===== src/rtl/dmem_arbiter_if.sv =====
// Request, response and memory-side signals of the data-memory arbiter.
// The arbiter sits on the slave side; requesters and memory on the master.
interface dmem_arbiter_if;
   logic        req0_valid, req0_ready, req0_we, req0_lock;
   logic [31:0] req0_addr, req0_wdata;
   logic [1:0]  req0_size;
   logic        req1_valid, req1_ready, req1_we, req1_lock;
   logic [31:0] req1_addr, req1_wdata;
   logic [1:0]  req1_size;

   logic        resp0_valid, resp0_err;
   logic [31:0] resp0_rdata;
   logic        resp1_valid, resp1_err;
   logic [31:0] resp1_rdata;

   logic        mem_read_en, mem_write_en;
   logic [31:0] mem_addr, mem_write_data, mem_read_data;
   logic [1:0]  mem_store_size;

   modport slave (
      input  req0_valid, req0_we, req0_lock, req0_addr, req0_size, req0_wdata,
      input  req1_valid, req1_we, req1_lock, req1_addr, req1_size, req1_wdata,
      output req0_ready, req1_ready,
      output resp0_valid, resp0_err, resp0_rdata,
      output resp1_valid, resp1_err, resp1_rdata,
      output mem_read_en, mem_write_en, mem_addr, mem_store_size,
      output mem_write_data,
      input  mem_read_data
   );

   modport master (
      output req0_valid, req0_we, req0_lock, req0_addr, req0_size, req0_wdata,
      output req1_valid, req1_we, req1_lock, req1_addr, req1_size, req1_wdata,
      input  req0_ready, req1_ready,
      input  resp0_valid, resp0_err, resp0_rdata,
      input  resp1_valid, resp1_err, resp1_rdata,
      input  mem_read_en, mem_write_en, mem_addr, mem_store_size,
      input  mem_write_data,
      output mem_read_data
   );
endinterface


===== src/rtl/dmem_arbiter.sv =====
// Round-robin arbiter with bounded bus lock between the LSU (port 0)
// and the debug/DMA port (port 1) in front of the data memory.
module dmem_arbiter #(
   parameter int unsigned MEM_SIZE = 512,
   parameter int unsigned LOCK_MAX = 8
) (
   input logic           clk,
   input logic           reset_n,
   dmem_arbiter_if.slave bus
);

   typedef enum logic [1:0] {
      OWN_NONE,
      OWN_P0,
      OWN_P1
   } own_e;

   localparam logic [7:0] LOCK_LIM = 8'(LOCK_MAX);

   own_e        own_q, own_d, gnt_own;
   logic [7:0]  cnt_q, cnt_d;
   logic        rr_q, rr_d;
   logic        rsp_vld_q, rsp_port_q, rsp_err_q, rsp_we_q;

   logic [1:0]  vld;
   logic        own_held, own_id, own_vld;
   logic        gnt_any, gnt_id;
   logic        g_we, g_lk, g_err, g_ok;
   logic [31:0] g_addr, g_wdata;
   logic [1:0]  g_size;
   logic [2:0]  g_bytes;
   logic [32:0] g_end;
   logic        r0_vld, r1_vld, rsp_load;

   assign vld      = {bus.req1_valid, bus.req0_valid};
   assign own_held = (own_q != OWN_NONE);
   assign own_id   = (own_q == OWN_P1);
   assign own_vld  = own_held && vld[own_id];

   // An idle lock owner leaves at most the other port valid,
   // so that case falls through to the single-request branch.
   always_comb begin
      gnt_any = 1'b0;
      gnt_id  = 1'b0;
      if (!reset_n) begin
         gnt_any = 1'b0;
      end else if (own_vld) begin
         gnt_any = 1'b1;
         gnt_id  = own_id;
      end else if (&vld) begin
         gnt_any = 1'b1;
         gnt_id  = rr_q;
      end else if (|vld) begin
         gnt_any = 1'b1;
         gnt_id  = vld[1];
      end
   end

   assign gnt_own = gnt_id ? OWN_P1 : OWN_P0;
   assign g_we    = gnt_id ? bus.req1_we    : bus.req0_we;
   assign g_lk    = gnt_id ? bus.req1_lock  : bus.req0_lock;
   assign g_addr  = gnt_id ? bus.req1_addr  : bus.req0_addr;
   assign g_size  = gnt_id ? bus.req1_size  : bus.req0_size;
   assign g_wdata = gnt_id ? bus.req1_wdata : bus.req0_wdata;

   // End address in 33 bits so addresses near 0xFFFFFFFF cannot wrap.
   always_comb begin
      g_bytes = 3'd0;
      g_err   = 1'b0;
      unique case (g_size)
         2'b00: g_bytes = 3'd1;
         2'b01: begin
            g_bytes = 3'd2;
            g_err   = g_addr[0];
         end
         2'b10: begin
            g_bytes = 3'd4;
            g_err   = |g_addr[1:0];
         end
         default: g_err = 1'b1;
      endcase
      g_end = {1'b0, g_addr} + {30'd0, g_bytes};
      if (g_end > 33'(MEM_SIZE)) g_err = 1'b1;
   end

   assign g_ok = gnt_any && !g_err;

   assign bus.req0_ready     = gnt_any && !gnt_id;
   assign bus.req1_ready     = gnt_any && gnt_id;
   assign bus.mem_read_en    = g_ok && !g_we;
   assign bus.mem_write_en   = g_ok && g_we;
   assign bus.mem_addr       = g_ok ? g_addr  : 32'd0;
   assign bus.mem_store_size = g_ok ? g_size  : 2'd0;
   assign bus.mem_write_data = g_ok ? g_wdata : 32'd0;

   always_comb begin
      own_d = own_q;
      cnt_d = cnt_q;
      rr_d  = rr_q;
      if (own_held && !own_vld) begin
         own_d = OWN_NONE;
         cnt_d = 8'd0;
      end
      if (gnt_any) begin
         rr_d = !gnt_id;
         if (g_lk) begin
            cnt_d = (own_d == gnt_own) ? cnt_d + 8'd1 : 8'd1;
            own_d = gnt_own;
            if (cnt_d == LOCK_LIM) begin
               own_d = OWN_NONE;
               cnt_d = 8'd0;
            end
         end else if (own_d == gnt_own) begin
            own_d = OWN_NONE;
            cnt_d = 8'd0;
         end
      end
   end

   always_ff @(posedge clk or negedge reset_n) begin
      if (!reset_n) begin
         own_q      <= OWN_NONE;
         cnt_q      <= 8'd0;
         rr_q       <= 1'b0;
         rsp_vld_q  <= 1'b0;
         rsp_port_q <= 1'b0;
         rsp_err_q  <= 1'b0;
         rsp_we_q   <= 1'b0;
      end else begin
         own_q      <= own_d;
         cnt_q      <= cnt_d;
         rr_q       <= rr_d;
         rsp_vld_q  <= gnt_any;
         rsp_port_q <= gnt_id;
         rsp_err_q  <= g_err;
         rsp_we_q   <= g_we;
      end
   end

   assign r0_vld   = rsp_vld_q && !rsp_port_q;
   assign r1_vld   = rsp_vld_q && rsp_port_q;
   assign rsp_load = !rsp_err_q && !rsp_we_q;

   assign bus.resp0_valid = r0_vld;
   assign bus.resp1_valid = r1_vld;
   assign bus.resp0_err   = r0_vld && rsp_err_q;
   assign bus.resp1_err   = r1_vld && rsp_err_q;
   assign bus.resp0_rdata = (r0_vld && rsp_load) ? bus.mem_read_data : 32'd0;
   assign bus.resp1_rdata = (r1_vld && rsp_load) ? bus.mem_read_data : 32'd0;

endmodule


===== src/flat_wrapper.sv =====
// flat-port wrapper written by rule: the top's interface ports become plain ports
module dmem_arbiter_flat 
#(
   parameter int unsigned MEM_SIZE = 512,
   parameter int unsigned LOCK_MAX = 8
)
  (clk, reset_n, bus_req0_valid, bus_req0_we, bus_req0_lock, bus_req0_addr, bus_req0_size, bus_req0_wdata, bus_req1_valid, bus_req1_we, bus_req1_lock, bus_req1_addr, bus_req1_size, bus_req1_wdata, bus_req0_ready, bus_req1_ready, bus_resp0_valid, bus_resp0_err, bus_resp0_rdata, bus_resp1_valid, bus_resp1_err, bus_resp1_rdata, bus_mem_read_en, bus_mem_write_en, bus_mem_addr, bus_mem_store_size, bus_mem_write_data, bus_mem_read_data);
  dmem_arbiter_if bus_i ();
  input logic clk;
  input logic reset_n;
  input wire logic [$bits(bus_i.req0_valid)-1:0] bus_req0_valid;
  input wire logic [$bits(bus_i.req0_we)-1:0] bus_req0_we;
  input wire logic [$bits(bus_i.req0_lock)-1:0] bus_req0_lock;
  input wire logic [$bits(bus_i.req0_addr)-1:0] bus_req0_addr;
  input wire logic [$bits(bus_i.req0_size)-1:0] bus_req0_size;
  input wire logic [$bits(bus_i.req0_wdata)-1:0] bus_req0_wdata;
  input wire logic [$bits(bus_i.req1_valid)-1:0] bus_req1_valid;
  input wire logic [$bits(bus_i.req1_we)-1:0] bus_req1_we;
  input wire logic [$bits(bus_i.req1_lock)-1:0] bus_req1_lock;
  input wire logic [$bits(bus_i.req1_addr)-1:0] bus_req1_addr;
  input wire logic [$bits(bus_i.req1_size)-1:0] bus_req1_size;
  input wire logic [$bits(bus_i.req1_wdata)-1:0] bus_req1_wdata;
  output wire logic [$bits(bus_i.req0_ready)-1:0] bus_req0_ready;
  output wire logic [$bits(bus_i.req1_ready)-1:0] bus_req1_ready;
  output wire logic [$bits(bus_i.resp0_valid)-1:0] bus_resp0_valid;
  output wire logic [$bits(bus_i.resp0_err)-1:0] bus_resp0_err;
  output wire logic [$bits(bus_i.resp0_rdata)-1:0] bus_resp0_rdata;
  output wire logic [$bits(bus_i.resp1_valid)-1:0] bus_resp1_valid;
  output wire logic [$bits(bus_i.resp1_err)-1:0] bus_resp1_err;
  output wire logic [$bits(bus_i.resp1_rdata)-1:0] bus_resp1_rdata;
  output wire logic [$bits(bus_i.mem_read_en)-1:0] bus_mem_read_en;
  output wire logic [$bits(bus_i.mem_write_en)-1:0] bus_mem_write_en;
  output wire logic [$bits(bus_i.mem_addr)-1:0] bus_mem_addr;
  output wire logic [$bits(bus_i.mem_store_size)-1:0] bus_mem_store_size;
  output wire logic [$bits(bus_i.mem_write_data)-1:0] bus_mem_write_data;
  input wire logic [$bits(bus_i.mem_read_data)-1:0] bus_mem_read_data;
  assign bus_i.req0_valid = bus_req0_valid;
  assign bus_i.req0_we = bus_req0_we;
  assign bus_i.req0_lock = bus_req0_lock;
  assign bus_i.req0_addr = bus_req0_addr;
  assign bus_i.req0_size = bus_req0_size;
  assign bus_i.req0_wdata = bus_req0_wdata;
  assign bus_i.req1_valid = bus_req1_valid;
  assign bus_i.req1_we = bus_req1_we;
  assign bus_i.req1_lock = bus_req1_lock;
  assign bus_i.req1_addr = bus_req1_addr;
  assign bus_i.req1_size = bus_req1_size;
  assign bus_i.req1_wdata = bus_req1_wdata;
  assign bus_req0_ready = bus_i.req0_ready;
  assign bus_req1_ready = bus_i.req1_ready;
  assign bus_resp0_valid = bus_i.resp0_valid;
  assign bus_resp0_err = bus_i.resp0_err;
  assign bus_resp0_rdata = bus_i.resp0_rdata;
  assign bus_resp1_valid = bus_i.resp1_valid;
  assign bus_resp1_err = bus_i.resp1_err;
  assign bus_resp1_rdata = bus_i.resp1_rdata;
  assign bus_mem_read_en = bus_i.mem_read_en;
  assign bus_mem_write_en = bus_i.mem_write_en;
  assign bus_mem_addr = bus_i.mem_addr;
  assign bus_mem_store_size = bus_i.mem_store_size;
  assign bus_mem_write_data = bus_i.mem_write_data;
  assign bus_i.mem_read_data = bus_mem_read_data;
  dmem_arbiter #(.MEM_SIZE(MEM_SIZE), .LOCK_MAX(LOCK_MAX)) u_core (.clk(clk), .reset_n(reset_n), .bus(bus_i));
endmodule

===== config.mk =====
export PLATFORM = sky130hd
export DESIGN_NAME = dmem_arbiter_flat
export DESIGN_NICKNAME = d
export VERILOG_FILES = /design/src/rtl/dmem_arbiter_if.sv /design/src/rtl/dmem_arbiter.sv /design/src/flat_wrapper.sv
export SDC_FILE = /design/constraint.sdc
export NUM_CORES = 1
export LEC_CHECK = 0
export ABC_AREA = 1
export CAP_MARGIN = 20
export CELL_PAD_IN_SITES_DETAIL_PLACEMENT = 1
export CELL_PAD_IN_SITES_GLOBAL_PLACEMENT = 2
export CORE_MARGIN = 4
export CORE_UTILIZATION = 16
export CTS_CLUSTER_DIAMETER = 50
export CTS_CLUSTER_SIZE = 40
export DETAILED_ROUTE_END_ITERATION = 16
export PLACE_DENSITY = 0.95
export SLEW_MARGIN = 20
export SYNTH_ARGS = -nofsm -noshare
export SYNTH_HDL_FRONTEND = slang
export SYNTH_SLANG_ARGS = --single-unit

===== constraint.sdc =====
create_clock -name clk -period 13.8 [get_ports clk]
set_clock_uncertainty 0.1 [all_clocks]
set_input_delay 2.76 -clock clk [delete_from_list [all_inputs] [get_ports clk]]
set_output_delay 2.76 -clock clk [all_outputs]
set_load 0.02 [all_outputs]

# --- Yosys cells after proc, flatten, opt, wreduce, memory -nomap -nowiden ---
# Index checks and enable logic that the tools add are counted.
totals:
  out_inout_bits: 138
  reg_bits: 15
  elab_cells: 77
  in_bits: 172
classes:
  add_sub_neg: 2
  eq_ne: 5
  n_lt_le_gt_ge: 2
  n_reduce_logical: 26
  n_mux: 35
op_table:
  columns: ["op", "n"]
  rows:
  - ["2-to-1 mux 32 bit", 6]
  - ["2-to-1 mux 8 bit", 6]
  - ["adder 32 x 3 -> 33 bit", 1]
  - ["> comparator 33 x 10 -> 1 bit (second input constant)", 1]
  - ["2-to-1 mux 2 bit", 8]
  - ["logical AND 1 bit", 14]
  - ["2-to-1 mux 1 bit", 13]
  - ["one-hot mux 3 bit (3 select lines)", 1]
  - ["adder 8 x 1 -> 8 bit (second input constant)", 1]
  - ["equality test 8 x 4 -> 1 bit (second input constant)", 1]
  - ["logical NOT 1 bit", 7]
  - ["equality test 2 bit (second input constant)", 2]
  - ["OR reduction 2 bit", 2]
  - ["one-hot mux 1 bit (3 select lines)", 1]
  - ["equality test 2 x 1 -> 1 bit (second input constant)", 1]
  - ["equality test 2 bit", 1]
  - ["logical NOT 2 bit", 1]
  - ["< comparator 1 x 2 -> 1 bit (second input constant)", 1]
  - ["AND reduction 2 bit", 1]
  - ["nonzero test 2 bit", 1]

# --- Depth between registers and ports, before layout ---
# Gate-level depths: netlist of run 1.
logic_depth:
  ltp_word: 15
  depth_mapped: 28
  ltp_nobuf: 26

# --- Least setup slack after synthesis of run 1 ---
# No wires, ideal clock.
synth_path:
  kind: "in2out"
  from: "input bus_req0_valid"
  to: "output bus_mem_addr[0]"
  arrival_ps: 5787
  stages: 23
  path_slack_ps: 5153
  n_path_buf: 4
  required_ps: 10940
  cell_sequence: "nand2_2 > inv_1 > nor2_4 > nand2_4 > buf_6 > buf_6 > clkbuf_1 > o21ai_0 > ha_1 > nand3_1 > nor2_1 > nand2_1 > nand2_2 > nand3_1 > inv_1 > nand2_1 > xor2_1 > nor2_1 > nand2_1 > nor2_2 > nand3_4 > buf_6 > nor2_1"
synth_between:
  elab_chain_len: 14
  elab_cells_between_ends: 27
  cone_classes: "add/sub: 1; order compare: 1; eq/ne: 2; mux: 16; reduce/logical: 7"
synth_lines:
  columns: ["element", "line", "source"]
  rows:
  - ["from (decl)", "flat_wrapper.sv:11", "input wire logic [$bits(bus_i.req0_valid)-1:0] bus_req0_valid;"]
  - ["OR reduction 2 bit or 2-to-1 mux 1 bit (tied branches)", "dmem_arbiter.sv:53, dmem_arbiter.sv:38", null]
  - ["2-to-1 mux 1 bit (on tied branches)", "dmem_arbiter.sv:53, dmem_arbiter.sv:38", null]
  - ["2-to-1 mux 1 bit or logical AND 1 bit (tied branches)", "dmem_arbiter.sv:50, dmem_arbiter.sv:38", null]
  - ["2-to-1 mux 1 bit", "dmem_arbiter.sv:47", "end else if (own_vld) begin"]
  - ["2-to-1 mux 1 bit", "dmem_arbiter.sv:45", "if (!reset_n) begin"]
  - ["2-to-1 mux 2 bit", "dmem_arbiter.sv:63", "assign g_size = gnt_id ? bus.req1_size : bus.req0_size;"]
  - ["equality test 2 bit, or another cell as far along", "dmem_arbiter.sv:70", "unique case (g_size)"]
  - ["one-hot mux 3 bit (3 select lines)", "dmem_arbiter.sv:70", null]
  - ["adder 32 x 3 -> 33 bit", "dmem_arbiter.sv:82", "g_end = {1'b0, g_addr} + {30'd0, g_bytes};"]
  - ["> comparator 33 x 10 -> 1 bit", "dmem_arbiter.sv:83", "if (g_end > 33'(MEM_SIZE)) g_err = 1'b1;"]
  - ["2-to-1 mux 1 bit", "dmem_arbiter.sv:83", null]
  - ["logical NOT 1 bit", "dmem_arbiter.sv:86", "assign g_ok = gnt_any && !g_err;"]
  - ["logical AND 1 bit", "dmem_arbiter.sv:86", null]
  - ["2-to-1 mux 32 bit *", "dmem_arbiter.sv:92", "assign bus.mem_addr = g_ok ? g_addr : 32'd0;"]
  - ["to (decl)", "flat_wrapper.sv:33", "output wire logic [$bits(bus_i.mem_addr)-1:0] bus_mem_addr;"]
# Mark *: on every way between the ends. The rest lies on a longest branch, timed or not. The select of a mux whose other input is x is not followed.

# --- Worst setup path after layout of run 1 ---
layout_path:
  from: "input reset_n"
  to: "output bus_mem_read_en"
layout_between:
  elab_chain_len: 10
  elab_cells_between_ends: 18
  cone_classes: "add/sub: 1; order compare: 1; eq/ne: 2; mux: 8; reduce/logical: 6"
layout_lines:
  columns: ["element", "line", "source"]
  rows:
  - ["from (decl)", "flat_wrapper.sv:10", "input logic reset_n;"]
  - ["2-to-1 mux 1 bit", "dmem_arbiter.sv:45", null]
  - ["2-to-1 mux 2 bit", "dmem_arbiter.sv:63", null]
  - ["equality test 2 bit, or another cell as far along", "dmem_arbiter.sv:70", null]
  - ["one-hot mux 3 bit (3 select lines)", "dmem_arbiter.sv:70", null]
  - ["adder 32 x 3 -> 33 bit", "dmem_arbiter.sv:82", null]
  - ["> comparator 33 x 10 -> 1 bit", "dmem_arbiter.sv:83", null]
  - ["2-to-1 mux 1 bit", "dmem_arbiter.sv:83", null]
  - ["logical NOT 1 bit", "dmem_arbiter.sv:86", null]
  - ["logical AND 1 bit", "dmem_arbiter.sv:86", null]
  - ["logical AND 1 bit *", "dmem_arbiter.sv:90", "assign bus.mem_read_en = g_ok && !g_we;"]
  - ["to (decl)", "flat_wrapper.sv:31", "output wire logic [$bits(bus_i.mem_read_en)-1:0] bus_mem_read_en;"]
# Mark *: on every way between the ends. The rest lies on a longest branch, timed or not.

==> metrics.cfg, run 1 <==
[floorplan]
start_util_pct = 16.3
die_w_um = 165
rows = 57
core_um2 = 24200
top_level_ports = 310
die_area_um2 = 27200
fp.dieH_um = 165

[clock_network]
cts_resized = 0
ctsLongestPathBuffers = 2
clk_pin_slew_worst_paths_ns = 0.05
cts_setup_buffers = 0
clock_latency_ns = 0.25
cts_tree = done
numCtsBuffers = 3
holdBufCountCts = 0
htree_levels = 1
cts_sinks = 15
root_buffer = clkbuf_16

[yosys]
synth_area_leaders = nand2_1 (18%), nor2_1 (14%), inv_1 (12%), dfrtp_1 (9.5%), mux2i_1 (8.4%)
synth-edff-count = 0
synth.most_common_cell = nand2_1
synth_ff_type = dfrtp_1
yosys.area.top_type = nand2_1
seq_area_frac_synth_pct = 9.52
synth_cell_types = 36
synthTopCellsByCount = nand2_1 (190), nor2_1 (151), inv_1 (131)
syn_avg_cell_area_um2 = 5.26
async_flop_share_pct = 100
synth_top_area_share_pct = 18.1
synth_cells = 749
netlist_area_um2 = 3940
yosysWarnings = 0
ys_seq_elements = 15

[global_routing]
gr-total-overflow = 0
grt_max_degree = 53
first_global_vias = 5659
track_usage_pct = 13.8
antenna_found_initial = 0
grt_pass1_wl_mm = 30.2

[worst_hold_path]
hold_class = flop to flop

[pwr]
p_switching_uw = 113
comb_power_share_pct = 60.9
power_density_nw_per_um2 = 38.7
clock_power_share_pct = 21.1
p_sw_share_pct = 41.4
total_power_uw = 274
p_seq_share_pct = 18.0
p_leak_uw = 0.00342
power.internal_uw = 160
vdd_ir_drop_max_mv = 0.0331

[route]
first_iter_violations = 181
vias = 5596
drc = 0
wl_mm = 20.1
drt-vias-per-instance = 4.16
first_pass_iters = 4
wl_per_cell_um = 15.0
ant_nets = 0

[finish]
syn_to_final_growth_pct = 79.7
final_cells = 1345
nets = 1198
fin_util_pct = 29.2
drive_gt1_share_pct = 5.48
diodes = 0

[sta]
fmax_ghz = 0.0885
setup_violations = 0
min_period_ns = 11.30
finalHoldViolations = 0
hold_slack_ns = 0.474
max-slew-margin-rel_pct = 44.6
rsz0062_at_grt = false
slew_viol_final = 0
worst_pin_slew_ns = 0.827
setup-tns-final_ns = 0
fin_crit_sh_pct = 81.9

[worst_setup_path]
critPathKind = primary input to primary output
path_common_cell = nand2_1
cp_slowest_stage_delay_ns = 0.81
crit_path_max_fanout = 52
worstPathRequired_ns = 10.94
cp-start-kind = primary input
endpoint_kind = primary output
path_delay_family = simple AND/OR/NAND/NOR gates
critPathBufInv = 3
worst-endpoint-arrival_ns = 8.44
crit_chain = clkdlybuf4s50_1 -> nand2_1 -> nor2_4 -> nand2_4 -> buf_4 -> nand2_1 -> nand2_1 -> nor2_1 -> ha_1 -> nand2_1 -> nand3b_1 -> nand2_2 -> nand2_1 -> nor2_2 -> nand3_1 -> a21oi_1 -> nand3_1 -> nor2_2 -> nand3_4 -> nor2_1 -> clkdlybuf4s50_1
crit_slowest_cell = clkdlybuf4s50_1

[placement]
port_buffers = 287
dp_cells = 1341
place_congestion = 0.819
dp_hpwl_mm = 17.4

[run]
cap_violations = 0

[status]
status = completed

per-layer routing:
layer | wire length (µm) | global-route usage [%] | vias up | part of all wire (%)
met4 | 131 | 1.63 | 0 | 0.65
met2 | 9720 | 25.5 | 242 | 48
met5 | 0 | 0 | - | 0
li1 | - | - | 2810 | -
met1 | 8250 | 16.6 | 2535 | 41
met3 | 2020 | 3.27 | 9 | 10
state kept, by name, indices dropped and copies added, names as in the netlist:
signal,flops
u_core.cnt_q,8
u_core.own_q,2
u_core.rr_q,1
u_core.rsp_err_q,1
u_core.rsp_port_q,1
u_core.rsp_vld_q,1
u_core.rsp_we_q,1
cells in the final DEF, fill, tap and decap left out, types with 4 or more instances in the layout:
cell and n:
inv_1 131, o22ai_1 6, dfrtp_1 15, nor2_2 26, nand3b_1 5, nand4_1 15, nor3_1 4, or2_2 5
ha_1 4, a21oi_1 5, o21ai_2 6, clkdlybuf4s50_1 287, mux2i_1 33, nand3_1 53, o21ai_0 24, nor2_1 151
buf_4 4, o21ai_1 8, nand2_1 190, conb_1 22
final timing paths:
| path | cells after the start | slack, ns | end | start |
|---|---|---|---|---|
| setup / recovery | 21 | 2.50 | bus_mem_read_en | reset_n |
| hold / removal | 2 | 0.47 | u_core.cnt_q[4]$_DFF_PN0_ | u_core.cnt_q[4]$_DFF_PN0_ |
| setup reg to reg | 18 | 9.72 | u_core.rsp_err_q$_DFF_PN0_ | u_core.own_q[1]$_DFF_PN0_ |
| hold reg to reg | 2 | 0.47 | u_core.cnt_q[4]$_DFF_PN0_ | u_core.cnt_q[4]$_DFF_PN0_ |
| max in group asynchronous | 1 | 10.27 | u_core.cnt_q[4]$_DFF_PN0_ | reset_n |
| min in group asynchronous | 1 | 2.85 | u_core.rr_q$_DFFE_PN0P_ | reset_n |
layout make-up:
cell class                 instances  area [µm²]
tap                              324         405
multi-input combinational        579        2820
clock inverter                     1        7.51
fill                            3120       17200
inverter                         132         495
sequential                        15         375
clock buffer                       3        75.1
timing repair buffer             291        2900
stage by stage:
| step | area (µm²) | setup WS, ns |
|---|---|---|
| 2_1_floorplan | 4020 | 5.15 |
| 3_3_place_gp | 7000 | 2.59 |
| 3_5_place_dp | 7000 | 2.37 |
| 4_1_cts | 7080 | 2.37 |
| 5_1_grt | 7080 | 1.87 |
| 6_report | 7080 | 2.50 |
logic make-up (layout without fill, tap and decap cells):
family	Yosys count	in the layout	share of synthesized area, %
AO/OA/AOI/OAI	54	54	7.94
XOR/XNOR	3	3	0.667
adder cells (fa/ha/maj)	4	4	1.27
buffers and inverters	176	427	20.9
flip-flops	15	15	9.52
multiplexers	33	33	8.38
other	1	22	0.0951
AND/OR/NAND/NOR	463	463	51.3
power groups by stage:
stage,clock network (µW),registers (µW),logic (µW)
floorplan,0,49.3,93.6
global placement,0,49.7,165
detailed placement,0,50.0,168
CTS,58.2,49.4,169
global route,60.4,49.6,185
finish,57.7,49.3,167
worst min-delay path, delay by kind of cell, from the launching register on:
kind | cells | cell delay [ns]
simple gates | 1 | 0.10
compound gates | 1 | 0.08
flops | 1 | 0.35
No activity file was read; power rests on OpenSTA's default activity.
==> run 2: changes to the inputs <==
- CORE_UTILIZATION: 16 -> 14
- PLACE_DENSITY: 0.95 -> 0.9
- clock period: 13.8 -> 10.5 ns (I/O delays scaled with it)
==> run 2 against run 1 <==
Global-route usage down 2.2 points. Critical path depth rose by 2. Design area up 1.1%. Combinational power up 31%. Non-clock buffer count rose by 1. Worst setup slack worse by 1.5 ns. Worst hold slack got worse by 0.022 ns. Sequential power grew 31%. Critical path type unchanged. Highest routed layer unchanged.
==> metrics.cfg, run 2 (synthesis results as in run 1) <==
[clock_network]
cts_tree = done
numCtsBuffers = 3
cts_sinks = 15
cts_setup_buffers = 0
ctsLongestPathBuffers = 2
htree_levels = 1
holdBufCountCts = 0
clk_pin_slew_worst_paths_ns = 0.05
clock_latency_ns = 0.24
cts_resized = 0
root_buffer = clkbuf_16

[route]
drt-vias-per-instance = 3.94
first_iter_violations = 161
wl_mm = 19.7
first_pass_iters = 4
drc = 0
ant_nets = 0
vias = 5514
wl_per_cell_um = 14.1

[finish]
regMostFlops = u_core.cnt_q
final_cell_mix = clkdlybuf4s50_1 (284), nand2_1 (190), nor2_1 (151), inv_1 (131), nand3_1 (53)
nets = 1199
syn_to_final_growth_pct = 81.7
diodes = 0
fin_util_pct = 25.8
layout_commonest_cell = clkdlybuf4s50_1
largestRegisters = u_core.cnt_q x8, u_core.own_q x2
final_cell_area_um2 = 7160
largest_reg_flops = 8
final_cells = 1400
drive_gt1_share_pct = 5.77

[run]
cap_violations = 0

[global_routing]
grt_pass1_wl_mm = 29.4
antenna_found_initial = 0
track_usage_pct = 11.6
grt_max_degree = 56
gr-total-overflow = 0
first_global_vias = 5487

[placement]
placed_cell_area_um2 = 7080
pre_cts_ws_ns = 0.907
dp_cells = 1396
place_congestion = 0.836
dp_hpwl_mm = 17.4
port_buffers = 287

[worst_setup_path]
crit_path_max_fanout = 55
endpoint_kind = primary output
worstPathRequired_ns = 8.30
critPathKind = primary input to primary output
rr_startpoint = u_core.own_q[1]$_DFF_PN0_
reg2regPathDepth = 19
worst-endpoint-arrival_ns = 7.28
rr_endpoint = u_core.rsp_err_q$_DFF_PN0_
cp-start-kind = primary input
r2r_slack_ns = 6.55

[pwr]
power_density_nw_per_um2 = 49.6
vdd_ir_drop_max_mv = 0.0644
p_sw_share_pct = 40.4
clock_power_share_pct = 20.3
p_seq_share_pct = 18.2
p_switching_uw = 143
comb_power_share_pct = 61.5
p_leak_uw = 0.00344
power.internal_uw = 212

[status]
status = completed

[floorplan]
die_area_um2 = 30900
die_w_um = 176
top_level_ports = 310
fp.dieH_um = 176
start_util_pct = 14.2
core_um2 = 27800
rows = 61

[sta]
fin_crit_sh_pct = 90.3
worst_pin_slew_ns = 0.823
min_period_ns = 9.48
finalWorstSetupSlack_ns = 1.02
max-slew-margin-rel_pct = 44.9
setup-tns-final_ns = 0
setup_violations = 0
finalHoldViolations = 0
fmax_ghz = 0.106
slew_viol_final = 0
rsz0062_at_grt = false

[worst_hold_path]
hold_class = flop to flop
holdPathEnd = u_core.rr_q$_DFFE_PN0P_
worstHoldStart = u_core.rr_q$_DFFE_PN0P_
hold_path_depth = 2

[run 2: worst max path at each step]
stage | startpoint | slack [ns] | endpoint
3_3_place_gp | reset_n | 1.0 | bus_mem_addr[7]
4_1_cts | reset_n | 0.89 | bus_mem_addr[4]
3_5_place_dp | reset_n | 0.91 | bus_mem_addr[4]
6_report | reset_n | 1.02 | bus_mem_addr[6]
2_1_floorplan | bus_req0_valid | 3.17 | bus_mem_addr[0]
5_1_grt | reset_n | 0.47 | bus_mem_write_data[23]
[run 2: power by group through the flow]
stage | clock [µW] | combinational (µW) | sequential (µW)
after floorplan | 0 | 123 | 64.8
after global placement | 0 | 217 | 65.4
after detailed placement | 0 | 220 | 65.4
after CTS | 74.5 | 222 | 64.6
after global routing | 78.7 | 242 | 65.0
final | 72.1 | 218 | 64.8
[run 2: critical path, stage by stage]
cell and delay, ns:
clkdlybuf4s50_1 0.45, buf_4 0.24, nand2_1 0.12, nor2_4 0.19, nand2_4 0.38, nand2_1 0.17
nand2_1 0.19, nor2_1 0.17, ha_1 0.21, nand2_1 0.06, nand3b_1 0.20, nand2_2 0.30
nand2_1 0.14, nor2_2 0.21, nand2_1 0.08, nand2_1 0.06, nand3b_1 0.11, nor2_1 0.10
nand2_1 0.07, nor2_2 0.16, nand3_4 0.55, nor2_1 0.34, clkdlybuf4s50_1 0.65
[run 2: layout make-up]
type | count | area, µm²
Clock buffer | 4 | 78.8
Fill cell | 3584 | 20600
Inverter | 132 | 495
Multi-Input combinational cell | 579 | 2820
Sequential cell | 15 | 375
Tap cell | 378 | 473
Timing Repair Buffer | 292 | 2920
[run 2: per-layer routing]
metal	up-vias	GRT usage, %	part of all wire [%]
li1	2810	-	-
met1	2514	13.7	41
met2	182	22.8	53
met3	8	1.46	6.4
met4	0	1.01	0.43
met5	-	0	0
[run 2: per-stage QoR]
step                      hold WS (ns)  total power, µW
final                            0.452              355
after global routing             0.475              386
after CTS                        0.461              361
after detailed placement         0.449              286
after global placement           0.422              283
after floorplan                  0.401              188
==> run 3: changes to the inputs <==
- HOLD_SLACK_MARGIN: not set -> 0.06
==> results of run 3 <==
No change in the layout: final DEF, timing and power equal those of run 2.
